## src/rtl/br_pkg.sv

```systemverilog
// Shared types and defaults for the branch resolver and its neighbouring
// pipeline stages (predictor, execute).
package br_pkg;

  localparam int BR_DEPTH_DEF = 4;
  localparam int BR_CNT_W_DEF = 16;

  // Branch direction as seen by predictor and execute.
  typedef enum logic {
    NOT_TAKEN = 1'b0,
    TAKEN     = 1'b1
  } br_dir_t;

  // Resolution record: execute reports the actual direction of the oldest branch.
  typedef struct packed {
    logic    valid;
    br_dir_t taken;
  } br_res_t;

  // Convert a raw direction bit into the enum type.
  function automatic br_dir_t to_dir(input logic b);
    return b ? TAKEN : NOT_TAKEN;
  endfunction

endpackage

```

## src/rtl/br_pred_fifo.sv

```systemverilog
// Program-order queue of issued predictions.
// Head is read combinationally so the resolve compare happens in the same
// cycle as res_valid; the array is tiny, so distributed storage is used.
// clear empties the queue at the next edge and wins over a same-cycle push.
module br_pred_fifo
  import br_pkg::*;
#(
  parameter int DEPTH = BR_DEPTH_DEF,
  localparam int PTR_W = $clog2(DEPTH)
) (
  input  logic           clk,
  input  logic           rst,
  input  logic           push,
  input  br_dir_t        push_dir,
  input  logic           pop,
  input  logic           clear,
  output br_dir_t        head_dir,
  output logic           full,
  output logic           empty,
  output logic [PTR_W:0] count
);

  br_dir_t          mem_reg [DEPTH];
  logic [PTR_W-1:0] wr_ptr_reg;
  logic [PTR_W-1:0] rd_ptr_reg;
  logic [PTR_W:0]   count_reg;
  logic             push_ok;
  logic             pop_ok;

  assign full     = (count_reg == (PTR_W+1)'(DEPTH));
  assign empty    = (count_reg == '0);
  assign count    = count_reg;
  assign head_dir = mem_reg[rd_ptr_reg];

  // Guard against overflow/underflow even if the caller forgets to.
  assign push_ok = push && !full;
  assign pop_ok  = pop && !empty;

  // Storage write at the tail; contents need no reset since count gates use.
  always_ff @(posedge clk) begin
    if (push_ok) begin
      mem_reg[wr_ptr_reg] <= push_dir;
    end
  end

  // Pointers and occupancy; pointers wrap naturally because DEPTH is a power of two.
  always_ff @(posedge clk) begin
    if (rst || clear) begin
      wr_ptr_reg <= '0;
      rd_ptr_reg <= '0;
      count_reg  <= '0;
    end else begin
      if (push_ok) wr_ptr_reg <= wr_ptr_reg + PTR_W'(1);
      if (pop_ok)  rd_ptr_reg <= rd_ptr_reg + PTR_W'(1);
      case ({push_ok, pop_ok})
        2'b10:   count_reg <= count_reg + (PTR_W+1)'(1);
        2'b01:   count_reg <= count_reg - (PTR_W+1)'(1);
        default: count_reg <= count_reg;
      endcase
    end
  end

endmodule

```

## src/rtl/branch_resolver.sv

```systemverilog
// Closes the branch predictor training loop: queues predictions in program
// order, pairs the oldest with execute's actual outcome, emits a registered
// training strobe and a one-cycle mispredict flush.
// Optional statistics counters are enabled with macro BR_RESOLVER_STATS_EN.
module branch_resolver
  import br_pkg::*;
#(
  parameter int DEPTH = BR_DEPTH_DEF,
  parameter int CNT_W = BR_CNT_W_DEF
) (
  input  logic             clk,
  input  logic             rst,
  input  logic             pred_valid,
  input  logic             pred_taken,
  output logic             pred_ready,
  input  logic             res_valid,
  input  logic             res_taken,
  output logic             result,
  output logic             taken,
  output logic             flush,
  output logic             flush_taken,
  output logic             underflow,
  output logic [CNT_W-1:0] br_count,
  output logic [CNT_W-1:0] mp_count
);

  localparam int PTR_W = $clog2(DEPTH);

  br_res_t          res_in;
  br_dir_t          head_dir;
  logic             full;
  logic             empty;
  logic [PTR_W:0]   count;
  logic             unused_count;
  logic             push;
  logic             pop;
  logic             mismatch;

  logic result_reg;
  logic taken_reg;
  logic flush_reg;
  logic flush_taken_reg;
  logic underflow_reg;

  assign res_in.valid = res_valid;
  assign res_in.taken = to_dir(res_taken);

  // Occupancy is only observed through full/empty here.
  assign unused_count = ^count;

  assign pred_ready = !full;
  assign push       = pred_valid && !full;
  assign pop        = res_in.valid && !empty;
  // A wrong prediction squashes all younger entries, including one pushed now.
  assign mismatch   = pop && (head_dir != res_in.taken);

  br_pred_fifo #(
    .DEPTH(DEPTH)
  ) u_fifo (
    .clk      (clk),
    .rst      (rst),
    .push     (push),
    .push_dir (to_dir(pred_taken)),
    .pop      (pop),
    .clear    (mismatch),
    .head_dir (head_dir),
    .full     (full),
    .empty    (empty),
    .count    (count)
  );

  // Registered training/flush pulses, one cycle after the resolve.
  always_ff @(posedge clk) begin
    if (rst) begin
      result_reg      <= 1'b0;
      taken_reg       <= 1'b0;
      flush_reg       <= 1'b0;
      flush_taken_reg <= 1'b0;
    end else begin
      result_reg      <= pop;
      taken_reg       <= pop && (res_in.taken == TAKEN);
      flush_reg       <= mismatch;
      flush_taken_reg <= mismatch && (res_in.taken == TAKEN);
    end
  end

  // Sticky flag: a resolve arrived with nothing in flight.
  always_ff @(posedge clk) begin
    if (rst) begin
      underflow_reg <= 1'b0;
    end else if (res_in.valid && empty) begin
      underflow_reg <= 1'b1;
    end
  end

  assign result      = result_reg;
  assign taken       = taken_reg;
  assign flush       = flush_reg;
  assign flush_taken = flush_taken_reg;
  assign underflow   = underflow_reg;

`ifdef BR_RESOLVER_STATS_EN
  logic [CNT_W-1:0] br_count_reg;
  logic [CNT_W-1:0] mp_count_reg;

  // Saturating statistics: resolved and mispredicted branches.
  always_ff @(posedge clk) begin
    if (rst) begin
      br_count_reg <= '0;
      mp_count_reg <= '0;
    end else begin
      if (pop && (br_count_reg != '1))      br_count_reg <= br_count_reg + CNT_W'(1);
      if (mismatch && (mp_count_reg != '1)) mp_count_reg <= mp_count_reg + CNT_W'(1);
    end
  end

  assign br_count = br_count_reg;
  assign mp_count = mp_count_reg;
`else
  assign br_count = '0;
  assign mp_count = '0;
`endif

endmodule

```

## config.mk

```make
export PLATFORM = sky130hd
export DESIGN_NAME = branch_resolver
export DESIGN_NICKNAME = d
export VERILOG_FILES = /design/src/rtl/br_pkg.sv /design/src/rtl/br_pred_fifo.sv /design/src/rtl/branch_resolver.sv
export SDC_FILE = /design/constraint.sdc
export NUM_CORES = 1
export LEC_CHECK = 0
export CORE_ASPECT_RATIO = 1.2
export CORE_MARGIN = 1.5
export CORE_UTILIZATION = 40
export DETAILED_ROUTE_END_ITERATION = 8
export GPL_TIMING_DRIVEN = 0
export PLACE_DENSITY = 0.76
export SLEW_MARGIN = 20
export SYNTH_ARGS = -nofsm -noshare
export SYNTH_HDL_FRONTEND = slang
export SYNTH_HIERARCHICAL = 1
export SYNTH_SLANG_ARGS = --single-unit
```

## constraint.sdc

```tcl
create_clock -name clk -period 7.9 [get_ports clk]
set_clock_uncertainty 0.2 [all_clocks]
set_input_delay 1.185 -clock clk [delete_from_list [all_inputs] [get_ports clk]]
set_output_delay 1.185 -clock clk [all_outputs]
set_load 0.01 [all_outputs]
```

==> out/qor.yml <==
logic_synthesis:
  yosysMostFrequentCell: "buf_4"
  synth_common_cells: "32 x buf_4, 14 x dfxtp_1, 8 x inv_1, 7 x nor2_1"
  async_flop_share: 0
  yosysWarnings: 6
  ys_seq_elements: 18
  syn_inst: 112
  synth_area_leader_cell: "dfxtp_1"
  syn_area_sq_um: 1065
  synth_cell_types: 32
  syn_area_per_cell_sq_um: 9.507
  synth_area_leaders: "dfxtp_1 26%, buf_4 23%, edfxtp_1 11%"
  synth_top_area_share: 0.2632
  synthFlopType: "dfxtp_1"
  synth_enable_flop_cells: 4
  seq_area_frac_synth: 0.3760
route:
  ant_nets: 0
  dr_wl_met2_um: 877
  top_layer: "met4"
  wl_met1_um: 620
  num_vias: 734
  first_pass_iters: 4
  drc_errors: 0
  drt_iter0_markers: 14
  routed_wl_um: 1610
  via_per_inst: 3.843
  avgRoutedWirePerCell_um: 8.429
  met3_wirelength_um: 104
sta:
  clock.fmax_mhz: 300.4
  totalNegativeSetupSlack_ns: 0
  finalSetupViolations: 0
  slew_viol_final: 0
  period_share: 0.4214
  finalCriticalPeriod_ns: 3.329
  whs_ns: 0.2794
  hold_violations: 0
  rsz0062_at_grt: "false"
floorplanning:
  die_area_sq_um: 2982
  fp.coreArea_sq_um: 2527
  fp.dieW_um: 50.10
  start_util: 0.4213
  io_pins: 44
  die-height_um: 59.52
  num_rows: 20
critical_path:
  crit_type: "input pin to flop"
  crit_fanout: 6
  crit_cells: 10
  reg2reg_depth: 13
  path_delay_family: "buffers and inverters"
  cp_num_buf_inv: 3
  cp_slowest_cell: "clkdlybuf4s50_1"
  cp-end-kind: "flop"
  cp.arrival_ns: 3.35
  cp.required_ns: 7.92
  crit_path_cell_trace: "clkdlybuf4s50_1, nand2b_4, inv_2, nor2b_1, ha_1, inv_1, fa_1, xor2_1, or3_1, a21oi_1"
  critPathMaxStageDelay_ns: 0.53
  cp-start-kind: "input pin"
flow_run:
  cap_viol_max_count: 0
final_layout:
  antenna_cells: 0
  area_growth_pct: 27.61
  drive_gt1_frac: 0.2848
  nNetsFinal: 171
min_path:
  hold_path.class: "flop to flop"
  hold_depth: 2
cts:
  ctsHoldBuffers: 0
  cts-root-buf: "clkbuf_4"
  cts.sinks: 18
  numCtsBuffers: 3
  clock_path_buffers: 2
  cts-htree-levels: 1
  cts_tree: "done"
  ctsResizeCount: 0
  cts_setup_buffers: 0
  cts.clk_slew.worst_paths_ns: 0.09
  clock_latency_ns: 0.28
global_routing:
  grt_pass1_wl_um: 2684
  grt_max_degree: 11
  grt_usage: 0.1196
  antenna_found_initial: 0
  grt.overflow.total: 0
  grt_pass1_vias: 665
power:
  irDropWorstVdd_uv: 115.9
  power_uw: 276.6
  power_leakage_uw: 0.0006671
  powerDensity_nw_per_um2: 203.5
place:
  numPortBuffers: 11
  place_congestion: 0.6891
  dpl.hpwl_um: 1341
run_status:
  outcome: "finished clean"
==> routing by layer <==
layer  vias to the layer above  global-route usage
met1                       312              0.1220
li1                        394                   -
met3                         2             0.02525
met2                        26              0.2274
met4                         0             0.05952
met5                         -                   0
==> metrics by stage <==
| step | utilization | area [sq um] | std cells | setup WS (ns) |
|---|---|---|---|---|
| after floorplan | - | 1181 | 143 | 4.983 |
| after global placement | 0.5272 | 1333 | 187 | 4.335 |
| after detailed placement | 0.5272 | 1333 | 187 | 4.268 |
| after CTS | 0.5376 | 1359 | 191 | 4.568 |
| after global routing | 0.5376 | 1359 | 191 | 4.429 |
| final | 0.5376 | 1359 | 191 | 4.571 |
==> worst register-to-register path, stage by stage (launching register included) <==
cell and delay (ns):
dfxtp_1 0.39, or3b_1 0.36, buf_2 0.17, clkinv_2 0.07, nor2b_1 0.09, inv_1 0.10, nor2_2 0.05, inv_1 0.05
ha_1 0.18, inv_1 0.06, fa_1 0.37, xor2_1 0.17, or3_1 0.31, a21oi_1 0.14
==> logic make-up after synthesis <==
group                    Yosys count  synth area share
AO/OA/AOI/OAI                     11           0.05405
XOR/XNOR                           3           0.02468
adder cells (fa/ha/maj)            6           0.07756
buffers and inverters             44            0.2714
flip-flops                        18            0.3760
multiplexers                       1           0.02115
other                              1          0.003522
AND/OR/NAND/NOR                   28            0.1716
==> cell usage in the layout (no fill, tap or decap), types with 2 or more instances in the layout <==
cell,n
xor2_1,2
a21oi_1,5
o21ai_0,5
edfxtp_1,4
buf_2,2
nor2b_1,2
ha_1,5
and3_1,4
nor2_1,7
nand2_1,2
dfxtp_1,14
conb_1,32
clkbuf_4,3
clkdlybuf4s50_1,11
inv_1,8
or3_1,2
buf_4,32
==> path summary, 6_finish.rpt <==
kind	startpoint	to	slack, ns
worst max-delay path	res_valid	u_fifo/count[2]$_SDFFE_PP0P_	4.57
worst min-delay path	underflow$_SDFFE_PP0P_	underflow$_SDFFE_PP0P_	0.28
worst max register to register	u_fifo/count[2]$_SDFFE_PP0P_	u_fifo/count[2]$_SDFFE_PP0P_	5.13
worst min register to register	underflow$_SDFFE_PP0P_	underflow$_SDFFE_PP0P_	0.28
==> where the power goes <==
| group | leakage (uW) | switching (uW) | total, uW | internal [uW] |
|---|---|---|---|---|
| sequential | 0.000151 | 11.1 | 121 | 110 |
| clock | 0.0000150 | 26.0 | 45.6 | 19.6 |
| combinational | 0.000501 | 57.2 | 110 | 52.5 |
| total | 0.000667 | 94.3 | 277 | 182 |
==> final cells by class <==
| class | count | area (sq um) |
|---|---|---|
| Buffer | 34 | 250.2 |
| Clock buffer | 4 | 26.28 |
| Fill cell | 235 | 1169 |
| Inverter | 10 | 38.79 |
| Multi-Input combinational cell | 81 | 491.7 |
| Sequential cell | 18 | 400.4 |
| Tap cell | 33 | 41.29 |
| Timing Repair Buffer | 11 | 110.1 |
Power figures use the tool's default switching activity.
